`src/rtl/flit_depacketizer.sv`:
```
// flit_depacketizer
//   Reassembles n-flit packets (head, n-2 bodies, tail) into one wide packet
//   and offers it on a valid/ready output. Packets addressed to another node
//   are consumed and counted as drops. Protocol violations pulse err.
//
//   Ports
//     clk, rst     clock, asynchronous active-high reset
//     flit_in      16-bit flit, [15:14] = type (00 head, 01 body, 10 tail)
//     flit_valid   flit_in is valid
//     flit_ready   block accepts a flit this cycle
//     pkt_src      source node of the held packet
//     pkt_des      destination node of the held packet
//     pkt_data     reassembled payload, head data6 in the top bits
//     pkt_valid    packet outputs are valid
//     pkt_ready    consumer accepts the packet
//     err          one-cycle pulse per protocol violation
//     drop_cnt     saturating count of misrouted packets discarded
//
//   state | meaning
//   IDLE  | waiting for a head flit
//   RECV  | collecting bodies/tail of a packet addressed to MY_ID
//   DROP  | consuming bodies/tail of a packet addressed elsewhere
//   HOLD  | packet complete, waiting for the consumer handshake
module flit_depacketizer #(
  parameter int          n     = 4,
  parameter logic [3:0]  MY_ID = 4'h0
) (
  input  logic              clk,
  input  logic              rst,
  input  logic [15:0]       flit_in,
  input  logic              flit_valid,
  output logic              flit_ready,
  output logic [3:0]        pkt_src,
  output logic [3:0]        pkt_des,
  output logic [14*n-9:0]   pkt_data,
  output logic              pkt_valid,
  input  logic              pkt_ready,
  output logic              err,
  output logic [7:0]        drop_cnt
);

  localparam int IW = (n > 2) ? $clog2(n) : 1;
  localparam logic [IW-1:0] LAST = IW'(n - 1);

  localparam logic [1:0] IDLE = 2'd0;
  localparam logic [1:0] RECV = 2'd1;
  localparam logic [1:0] DROP = 2'd2;
  localparam logic [1:0] HOLD = 2'd3;

  localparam logic [1:0] T_HEAD = 2'b00;
  localparam logic [1:0] T_BODY = 2'b01;
  localparam logic [1:0] T_TAIL = 2'b10;

  logic [1:0]    state;
  logic [IW-1:0] index;
  logic [1:0]    typ;
  logic [1:0]    exp_typ;
  logic          accept;

  assign flit_ready = !rst && (state != HOLD);
  assign pkt_valid  = (state == HOLD);
  assign accept     = flit_valid && flit_ready;
  assign typ        = flit_in[15:14];
  assign exp_typ    = (index == LAST) ? T_TAIL : T_BODY;

  always_ff @(posedge clk or posedge rst) begin
    if (rst) begin
      state    <= IDLE;
      index    <= '0;
      err      <= 1'b0;
      drop_cnt <= 8'd0;
      pkt_src  <= 4'd0;
      pkt_des  <= 4'd0;
      pkt_data <= '0;
    end else begin
      err <= 1'b0;
      // A head is handled identically in IDLE, RECV and DROP; outside IDLE
      // it also abandons the packet in progress and flags the violation.
      if (accept && typ == T_HEAD) begin
        err                     <= (state != IDLE);
        pkt_src                 <= flit_in[13:10];
        pkt_des                 <= flit_in[9:6];
        pkt_data[14*n-9 -: 6]   <= flit_in[5:0];
        index                   <= IW'(1);
        state                   <= (flit_in[9:6] == MY_ID) ? RECV : DROP;
      end else begin
        case (state)
          IDLE: begin
            if (accept) err <= 1'b1;
          end
          RECV, DROP: begin
            if (accept) begin
              if (typ == exp_typ) begin
                if (state == RECV) begin
                  for (int k = 1; k < n; k++) begin
                    if (index == IW'(k)) pkt_data[14*(n-k)-1 -: 14] <= flit_in[13:0];
                  end
                end
                if (typ == T_TAIL) begin
                  index <= '0;
                  if (state == RECV) begin
                    state <= HOLD;
                  end else begin
                    state <= IDLE;
                    if (drop_cnt != 8'hFF) drop_cnt <= drop_cnt + 8'd1;
                  end
                end else begin
                  index <= index + 1'b1;
                end
              end else begin
                err   <= 1'b1;
                index <= '0;
                state <= IDLE;
              end
            end
          end
          HOLD: begin
            if (pkt_ready) state <= IDLE;
          end
          default: state <= IDLE;
        endcase
      end
    end
  end

endmodule

```
`config.mk`:
```
export PLATFORM = sky130hd
export DESIGN_NAME = flit_depacketizer
export DESIGN_NICKNAME = d
export VERILOG_FILES = /design/src/rtl/flit_depacketizer.sv
export SDC_FILE = /design/constraint.sdc
export NUM_CORES = 1
export LEC_CHECK = 0
export ABC_CLOCK_PERIOD_IN_PS = 1880
export CAP_MARGIN = 15
export CORE_AREA = 2 2 84 102
export DETAILED_ROUTE_END_ITERATION = 7
export DIE_AREA = 0 0 86 104
export HOLD_SLACK_MARGIN = 0.05
export PLACE_DENSITY = 0.68
export SLEW_MARGIN = 5
export SYNTH_ARGS = -nofsm -noshare
export SYNTH_HDL_FRONTEND = slang
export SYNTH_SLANG_ARGS = --single-unit
```
`constraint.sdc`:
```
create_clock -name clk -period 1.88 [get_ports clk]
set_clock_uncertainty 0.15 [all_clocks]
set_input_delay 0.188 -clock clk [delete_from_list [all_inputs] [get_ports clk]]
set_output_delay 0.188 -clock clk [all_outputs]
set_load 0.1 [all_outputs]
```
# [Yosys cells after proc, flatten, opt, wreduce, memory -nomap -nowiden]
# Index checks and enable logic that the tools add are counted.
[totals] regBits=69 inputBits=20 output_inout_bits=67
[classes] addsub=2 n_eq_ne=13 muxes=19 bitwise_logic=2 reduce_logical=18
[ops] cell="$mux 2" count=13
[ops] cell="$reduce_and 6->1" count=3
[ops] cell="$eq 2x2->1 const B" count=5
[ops] cell="$add 8x1->8 const B" count=1
[ops] cell="$ne 8x8->1 const B" count=1
[ops] cell="$reduce_and 7->1" count=1
[ops] cell="$reduce_bool 2->1" count=3
[ops] cell="$eq 2x1->1 const B" count=2
[ops] cell="$logic_not 2->1" count=2
[ops] cell="$logic_not 4->1" count=1
[ops] cell="$mux 1" count=4
[ops] cell="$ne 4x4->1 const B" count=1
[ops] cell="$pmux 2 s2" count=1
[ops] cell="$reduce_and 4->1" count=1
[ops] cell="$logic_and 1x1->1" count=3
[ops] cell="$ne 3x1->1 const B" count=1
[ops] cell="$ne 3x3->1 const B" count=1
[ops] cell="$reduce_bool 3->1" count=1
[ops] cell="$add 2x1->2 const B" count=1
[ops] cell="$eq 2x2->1" count=1
[ops] cell="$ne 2x2->1 const B" count=1
[ops] cell="$not 1->1" count=2
[ops] cell="$pmux 1 s2" count=1
[ops] cell="$reduce_and 2->1" count=1
[ops] cell="2 further kinds" count=2

# [Depth between registers and ports, before layout]
# Gate-level depths: netlist of the first run.
[logic_depth] depth_word=7 depth_mapped=7 mapped_depth_nobuf=6

# [Worst setup path after synthesis of the first run]
# Ideal clock, no wire load.
[synth_path] path_type="register to register" from="reg state[0]" to="reg index[1]" setup_ns=0.129 arrival_ns=3.022 required_ns=1.601 setup_slack_ns=-1.422 path_stages_with_launch=6 synth_period_minus_slack_ns=3.302 path_cell_list="dfrtp_1 -> ha_1 -> nor2_1 -> nand2_1 -> o21ai_0 -> o31ai_1"
[synth_between] elab_chain_cells=6 elab_cells_between_ends=11 cone_classes="eq/ne: 3; mux: 1; reduce/logical: 7"
[synth_lines] item="start: declaration" line_no="54" source="logic [1:0] state;"
[synth_lines] item="start signal: assignment" line_no="85" source="state <= (flit_in[9:6] == MY_ID) ? RECV : DROP;"
[synth_lines] item="$ne 2x2->1 *" line_no="60" source="assign flit_ready = !rst && (state != HOLD);"
[synth_lines] item="$logic_and 1x1->1 *" line_no="60"
[synth_lines] item="via flit_ready" line_no="32" source="output logic flit_ready,"
[synth_lines] item="$logic_and 1x1->1 *" line_no="62" source="assign accept = flit_valid && flit_ready;"
[synth_lines] item="$logic_and 1x1->1" line_no="79" source="if (accept && typ == T_HEAD) begin"
[synth_lines] item="$reduce_bool 2->1 (no source line)"
[synth_lines] item="$reduce_and 2->1 (no source line)"
[synth_lines] item="end signal: assignment" line_no="108" source="index <= index + 1'b1;"
[synth_lines] item="end: declaration" line_no="55" source="logic [IW-1:0] index;"
# Mark *: on every way through the listed nets, which the timed path passes. The rest lies on a longest branch.
# A chain may end at the register's enable or synchronous reset.

# [Final worst setup path of the first run]
[layout_path] from="reg state[0]" to="reg pkt_data[25]"
[layout_between] elab_chain_cells=6 elab_cells_between_ends=9 cone_classes="eq/ne: 3; bitwise: 1; reduce/logical: 5"
[layout_lines] item="$ne 2x2->1" line_no="60"
[layout_lines] item="$logic_and 1x1->1" line_no="60"
[layout_lines] item="$logic_and 1x1->1" line_no="62"
[layout_lines] item="$logic_and 1x1->1" line_no="79"
[layout_lines] item="$not 1->1 (no source line)"
[layout_lines] item="$reduce_and 6->1 (no source line) *"
[layout_lines] item="end signal: indexed assignment" line_no="83" source="pkt_data[14*n-9 -: 6] <= flit_in[5:0];"
[layout_lines] item="end signal: indexed assignment" line_no="96" source="if (index == IW'(k)) pkt_data[14*(n-k)-1 -: 14] <= flit_in[13:0];"
[layout_lines] item="end: declaration" line_no="35" source="output logic [14*n-9:0] pkt_data,"
# Every way passes the cells marked *; elsewhere a longest branch is shown, timed or not.

==> flow_results.org, run 1 <==
** Worst setup path
- Flop2flop setup slack :: -140 ps
- Along the worst path, the maximum fanout reaches 5.
- Worst path bufs/invs :: 2
- Broken down by cell family, the worst path's largest delay share belongs to simple AND/OR/NAND/NOR gates.
- Slowest CP cell :: sky130_fd_sc_hd__dfrtp_2
- STA classifies the critical path endpoint as a flip-flop.
- Worst path required time :: 1950 ps
- In this run the critical register-to-register path is captured at pkt_data[25]$_DFFE_PP0P_.
- Crit Reg-Reg Startpoint :: state[0]$_DFFE_PP0P_
- The worst setup path is of the flip-flop to flip-flop kind.
- STA classifies the critical path startpoint as a flip-flop.
- In this design, the stage delay of the slowest critical-path cell is 440 ps.
- For the worst setup path, the data arrival time is about 2100 ps.
- Cell-by-cell listing of the critical path :: ha_4 -> nor3b_4 -> nand2_4 -> nor3_4 -> buf_6 -> buf_12 -> mux2_4
- The worst register-to-register path has a depth of 7.

** Clocking
- CTS built an H-tree with a depth of 3.
- The tree is rooted in a sky130_fd_sc_hd__clkbuf_8.
- TritonCTS built the clock tree.
- The clock drives 69 sinks.
- Clock Pin Slew Worst Setup and Hold Paths :: ~80 ps
- The number of clock buffers added by TritonCTS is 9.
- For this design, the CTS-stage hold fixing added 0 buffers.
- For the worst-skew pair, the clock arrives at the later sink with an insertion delay of 340 ps.
- Buffers from clock root to sink, at most :: 2

** Final layout
- The finished cells cover 4773 um^2.
- Final standard cell utilization of the core :: 59.87%
- Syn-to-layout area delta :: 61.45%
- The net count of the finished layout is 355.
- Leaving out fill and tap cells, the most frequent cell in the layout is sky130_fd_sc_hd__buf_4.
- In the layout the commonest cells are sky130_fd_sc_hd__buf_4, sky130_fd_sc_hd__dfrtp_1, sky130_fd_sc_hd__mux2_4.
- Of the cells placed in the final design, the portion with a size suffix greater than 1 is 65.47%.
- Antenna Cells :: 0

** Logic synthesis
- A synthesized cell averages approximately 15 um^2.
- Sequential fraction of the synthesis area :: just under 60%
- After synthesis the cells add up to 2957 um^2.
- During synthesis, Yosys emitted a total of 0 warnings.
- Unique masters post-synth :: 32
- Counting every net in the synthesized netlist gives 229.
- In this run, synthesis produced a sequential element count of a little under 70.
- Synth area leader :: sky130_fd_sc_hd__dfrtp_1
- Of the post-synthesis cell area, the dominant cell type holds 58.40%.
- Number of standard cells after synthesis :: 202
- Leading post-synthesis cells by cell area :: sky130_fd_sc_hd__dfrtp_1, sky130_fd_sc_hd__mux2_2, sky130_fd_sc_hd__mux2_4

** Global routing
- The via count of the first global-routing pass came to 2,234.
- Number of antenna violations at the first check in global routing :: 0
- The first global-routing pass estimated 11,930 um of wire.
- Met1 Resource Use GR :: 23.18%
- Entering global routing, the biggest net connects 34 pins.
- Summed over all layers, the global routing overflow is 0.
- For met2 alone, demand over resource in global routing was 26.74%.
- All-Layer GR Usage :: 17.44%
- After global routing, the most crowded layer is met2.
- For met3 alone, demand over resource in global routing was 5.794%.

** Routing
- Via density :: about 4.9
- DRT Wirelength :: approximately 7400 um
- Detailed-routing iteration count for the pre-antenna-repair pass :: 4
- WL/cell :: 17.23 um
- Detailed router's first-iteration violation count :: 46
- Detail Route Antenna Nets :: 0
- Routed via count :: 2,084
- In the routed design, unresolved DRC markers number 0.

** Timing
- Setup tns final :: -3925 ps
- Setup repair after global routing could not meet its margin everywhere.
- Setup violations remaining at the end of the flow were counted as 49.
- In this run the tightest slew margin relative to its limit is 72.84%.
- Dividing the final minimum period by the clock period gives 107.5%.
- At the pin with the least slew margin, the transition time is 406.5 ps.
- Achievable frequency :: 494.9 MHz
- The smallest clock period supported by the final layout is computed as 2020 ps.
- The total count of hold-check failures in the final report was 0.
- Slew Limit Fails :: 0
- Across all setup checks in the final design, the least slack found is -140.5 ps.

** Power and ir drop
- IR analysis of the VDD net gives a maximum drop of approximately 440 uV.
- For this design the static power due to leakage is 2.292 nW.
- Ratio of total power to cell area :: 830.0 nW/um^2
- Power comes to between 0.003 and 0.004 W.

** Run status
- The checks that failed: negative setup slack.
- The run finished, with violations left.

** Place
- Number of port buffers :: 86
- At the end of routability-driven placement, the weighted congestion stood at roughly 0.86.
- After legalization and detailed placement, the total HPWL measured 4998 um.
- Dpl cell area :: 4379 um^2

** Job
- Across the run, the number of max-cap violations was 0.

** Die
- Once the floorplan was initialized, standard cells occupied between 30% and 40% of the core.
- Number of rows in the core area :: 36
- Measured along the x axis, the die boundary spans 86 um.
- Chip height :: 104 um
- The die covers 8944 um^2.
- 87 I/O pins were placed.
- Placeable core region :: 7973 um^2

** Hold path
- The worst hold path belongs to the class input port to async pin.
synth_stat cells:
library cell / count
sky130_fd_sc_hd__dfrtp_1: 69
sky130_fd_sc_hd__mux2_2: 36
sky130_fd_sc_hd__mux2_1: 13
sky130_fd_sc_hd__inv_1: 10
sky130_fd_sc_hd__mux2_4: 10
sky130_fd_sc_hd__ha_1: 7
sky130_fd_sc_hd__nor2_1: 7
sky130_fd_sc_hd__nand2_1: 6
sky130_fd_sc_hd__o21ai_0: 5
sky130_fd_sc_hd__xor2_1: 5
sky130_fd_sc_hd__nand3_1: 4
sky130_fd_sc_hd__nor3_1: 4
sky130_fd_sc_hd__a21oi_1: 2
sky130_fd_sc_hd__buf_2: 2
sky130_fd_sc_hd__buf_6: 2
sky130_fd_sc_hd__nor3_4: 2
sky130_fd_sc_hd__nor3b_2: 2
sky130_fd_sc_hd__xnor2_1: 2
sky130_fd_sc_hd__a21boi_0: 1
sky130_fd_sc_hd__and3_1: 1
sky130_fd_sc_hd__and3b_2: 1
sky130_fd_sc_hd__and4bb_1: 1
sky130_fd_sc_hd__buf_4: 1
sky130_fd_sc_hd__nand4_1: 1
sky130_fd_sc_hd__nor4_1: 1
sky130_fd_sc_hd__o2111ai_2: 1
sky130_fd_sc_hd__o21ai_4: 1
sky130_fd_sc_hd__o22ai_1: 1
sky130_fd_sc_hd__o31ai_1: 1
sky130_fd_sc_hd__o32ai_1: 1
sky130_fd_sc_hd__or4_1: 1
sky130_fd_sc_hd__or4b_2: 1
per-layer routing:
layer	routed length (um)	vias to the layer above
met5	0	-
met4	71	0
met3	450	6
met2	3635	71
met1	3217	1041
li1	-	966
metrics by stage:
step,setup WS [ps],hold WS [ps],instances
global route,-193.7,273.0,428
finish,-140.5,244.1,428
CTS,-132.2,249.3,428
global placement,-261.3,327.3,407
floorplan,-313.6,152.2,202
detailed placement,-301.1,323.1,407
cells by family after synthesis:
kind of cell	Yosys count	synth area share, %
DFF	69	58.40
muxes	59	23.74
and+or+nand+nor	32	6.941
buffers and inverters	15	2.624
AOI/OAI and AO/OA	13	3.259
xor gates and xnor gates	7	2.074
adders and majority gates	7	2.962
worst min-delay path: cells and delay by family:
family / cells / cell delay, ps
buf+inv: 3 / 960
report_power, final:
| part | internal, W | switching [W] | leakage (nW) |
|---|---|---|---|
| combinational | 0.000280 | 0.000714 | 1.27 |
| clock | 0.000781 | 0.000572 | 0.112 |
| sequential | 0.00157 | 0.0000502 | 0.909 |
cell type report:
type / count / area (um^2)
Inverter: 10 / 41.29
Sequential cell: 69 / 1749
Clock inverter: 6 / 86.33
Clock buffer: 10 / 137.6
Multi-Input combinational cell: 118 / 1426
Fill cell: 636 / 3199
Tap cell: 95 / 118.9
Timing Repair Buffer: 120 / 1214
registers in the layout (all words and copies together) (netlist names):
name / flops
pkt_des: 4
state: 2
index: 2
drop_cnt: 8
pkt_src: 4
err: 1
pkt_data: 48
worst max path at each step:
stage / to / cells past startpoint / slack, ps / start
floorplan: pkt_data[14]$_DFFE_PP0P_ / 6 / -310 / state[0]$_DFFE_PP0P_
global placement: pkt_data[14]$_DFFE_PP0P_ / 6 / -260 / flit_in[14]
detailed placement: pkt_data[14]$_DFFE_PP0P_ / 6 / -300 / flit_in[14]
CTS: pkt_data[26]$_DFFE_PP0P_ / 7 / -130 / index[1]$_DFFE_PP0P_
global route: pkt_data[38]$_DFFE_PP0P_ / 6 / -190 / index[1]$_DFFE_PP0P_
finish: pkt_data[25]$_DFFE_PP0P_ / 7 / -140 / state[0]$_DFFE_PP0P_
what timing repair did:
action | 4_1_cts | 5_1_grt
pin swaps | 10 | 11
cloned | 1 | 1
setup buffers | 4 | 0
resized for setup | 17 | 16
endpoints found under the setup margin | 53 | 65
Note: power is estimated with default switching activity, not from simulation.
==> run 2, diff against run 1 <==
Settings changed: CTS_BUF_LIST from default to sky130_fd_sc_hd__clkbuf_4.
==> flow_results.org, run 2 (synthesis gave the netlist of run 1 again) <==
** Final layout
- Commonest non-fill, non-tap cells in the layout :: sky130_fd_sc_hd__buf_4, sky130_fd_sc_hd__dfrtp_1, sky130_fd_sc_hd__mux2_4
- In the final layout, the registers with the most flip-flops are pkt_data x48, drop_cnt x8.
- Antenna Cells :: 0 (unchanged)
- Post-route standard cell area excluding fillers :: 4720 um^2 (-1.1%)
- Number of nets in the finished design :: 357 (+0.56%)
- Number of flip-flops under the largest register name :: 48 (unchanged)
- Syn-to-layout area delta :: 59.63%
- Leaving out fill and tap cells, the most frequent cell in the layout is sky130_fd_sc_hd__buf_4.
- Ranked by flip-flop count, first place goes to pkt_data.
- Proportion of layout cells with a drive suffix above 1 :: 64.78% (-0.69 points)
- The final cell utilization of the core came to 59.20% (-0.67 points).

** Clocking
- TritonCTS built the clock tree.
- The total clock sinks was 69 (unchanged).
- Number of H-tree levels :: 3 (unchanged)
- Buffers from clock root to sink, at most :: 2 (unchanged)
- The total CTS buffers was 9 (unchanged).
- The later-pin clock latency in the skew report is 400 ps (+60 ps).
- Clock Pin Slew Worst Setup and Hold Paths :: 120 ps (+40 ps)
- Clk root buf :: sky130_fd_sc_hd__clkbuf_4

** Worst setup path
- Worst-path fanout max :: 5 (unchanged)
- Following the worst setup path forward leads to its endpoint at pkt_data[25]$_DFFE_PP0P_.
- Flop2flop setup slack :: -150 ps (about the same)
- Depth of the worst register-to-register path :: 7 (unchanged)
- Tracing the worst setup path back leads to its startpoint at state[0]$_DFFE_PP0P_.
- Crit Reg-Reg Startpoint :: state[0]$_DFFE_PP0P_
- STA classifies the critical path endpoint as a flip-flop.
- The critical path is of the flip-flop to flip-flop type.
- Worst path required time :: 2020 ps (+70 ps)
- Critical register-to-register path endpoint :: pkt_data[25]$_DFFE_PP0P_
- Data arrival time of the critical path :: 2170 ps (+80 ps)
- STA classifies the critical path startpoint as a flip-flop.

** Routing
- The detailed-routing iteration count for the pre-antenna-repair pass was 4 (unchanged).
- Routed via count :: 2,108 (+1.2%)
- The average routed wire per standard cell came to 17.38 um (+0.90%).
- Detailed router's first-iteration violation count :: 56 (+22%)
- Detail Route Antenna Nets :: 0 (unchanged)
- The mean number of vias per cell is 4.902 (+0.68%).
- The total detailed-routing wirelength was 7475 um (+1.4%).
- The remaining design rule violation count was 0 (unchanged).

** Global routing
- Pin count of the biggest net entering global routing :: 34 (unchanged)
- The via count of the first global-routing pass came to 2,241 (+0.31%).
- Sum of overflow across all layers after global routing :: 0 (unchanged)
- All-Layer GR Usage :: 17.26% (-0.18 points)
- The global-route wire length before repair came to 11,860 um (-0.58%).
- Number of antenna violations at the first check in global routing :: 0 (unchanged)

** Place
- The HPWL after detailed placement was 4998 um (unchanged).
- The port buffer count was 86 (unchanged).
- Dpl cell area :: 4379 um^2 (unchanged)
- Dpl ws :: -301.1 ps (unchanged)
- The last weighted congestion value of the routability-driven placer was 0.8577 (unchanged).

** Timing
- The slew at the pin closest to its max-slew limit was 407.5 ps (+0.9912 ps).
- Slew HR :: 72.78% (about the same)
- Final period util :: 108.2% (+0.75 points)
- Slew Limit Fails :: 0 (unchanged)
- Endpoints failing hold :: 0 (unchanged)
- Setup repair after global routing missed its margin :: yes
- The post-route minimum period was 2034 ps (+14.04 ps).
- The final worst slack is -154.5 ps (-14.04 ps).
- The setup violation total in the final timing report was 49 (unchanged).
- The maximum frequency from static timing analysis came to 491.5 MHz (-0.69%).

** Die
- The vertical die dimension came to 104 um (unchanged).
- The row count is 36 (unchanged).
- The die extent in x is 86 um (unchanged).
- IO Pins :: 87 (unchanged)
- The total die area was 8944 um^2 (unchanged).
- The initial standard-cell utilization of the core was 37.08% (unchanged).
- The area of the placeable core was 7973 um^2 (unchanged).

** Job
- MaxCap Viol Count :: 0 (unchanged)

** Hold path
- The tightest min-delay check is of the input port to async pin type.

** Power and ir drop
- The standby leakage power is 2.274 nW (-0.79%).
- The largest voltage drop on the vdd net came to 550.2 uV (+26%).
- The power density over cell area is 782.1 nW/um^2 (-5.8%).

** Run status
- Violated checks :: negative setup slack
- The flow ran to the end, but the final reports show violations.
[run 2: where the power goes]
group / internal, W / switching [W] / leakage [nW]
combinational: 0.000286 / 0.000717 / 1.28
clock: 0.000533 / 0.000540 / 0.0833
sequential: 0.00156 / 0.0000501 / 0.909
total: 0.00238 / 0.00131 / 2.27
[run 2: repair_timing]
action | 4_1_cts | 5_1_grt
setup buffers | 5 | 2
hold buffers | 0 | 0
pin swaps | 12 | 10
setup endpoints to repair | 54 | 55
resized for setup | 17 | 16
cloned | 1 | 1
[run 2: routing by layer]
layer  wire [um]  share of wire, %  up-vias  track usage (%)
met5           0                 0        -                0
met1        3252                44     1046            22.87
li1            -                 -      975                -
met3         471               6.3        8            5.079
met2        3654                49       79            26.97
met4          96               1.3        0            5.669
[run 2: worst min path at each step]
stage / startpoint / endpoint / slack, ps / depth (start not counted)
CTS: rst / pkt_data[6]$_DFFE_PP0P_ / 170 / 3
detailed placement: drop_cnt[7]$_DFFE_PP0P_ / drop_cnt[7]$_DFFE_PP0P_ / 320 / 1
finish: rst / pkt_data[29]$_DFFE_PP0P_ / 180 / 3
global placement: drop_cnt[7]$_DFFE_PP0P_ / drop_cnt[7]$_DFFE_PP0P_ / 330 / 1
global route: rst / pkt_data[1]$_DFFE_PP0P_ / 200 / 3
floorplan: flit_in[15] / index[0]$_DFFE_PP0P_ / 150 / 1
[run 2: area by class of cell]
| cell class | instances | area (um^2) |
|---|---|---|
| multi-input combinational | 118 | 1424 |
| clock inverter | 7 | 90.09 |
| fill | 644 | 3253 |
| timing repair buffer | 122 | 1229 |
| clock buffer | 9 | 67.56 |
| inverter | 10 | 41.29 |
| sequential | 69 | 1749 |
| tap | 95 | 118.9 |
[run 2: metrics by stage]
step	setup TNS (ps)	total power [W]	hold WS, ps	instances
2_1_floorplan	-9440	0.002317	152.2	202
3_3_place_gp	-9867	0.002606	327.3	407
3_5_place_dp	-11380	0.002614	323.1	407
4_1_cts	-4810	0.003721	165.6	429
5_1_grt	-7602	0.003849	196.2	430
6_report	-4154	0.003691	178.9	430
[run 2: critical path, cell delays in order, from the launching register on]
cell	delay [ps]
sky130_fd_sc_hd__dfrtp_2	460
sky130_fd_sc_hd__ha_4	190
sky130_fd_sc_hd__nor3b_4	230
sky130_fd_sc_hd__nand2_4	100
sky130_fd_sc_hd__nor3_4	240
sky130_fd_sc_hd__buf_6	140
sky130_fd_sc_hd__buf_12	120
sky130_fd_sc_hd__mux2_4	290
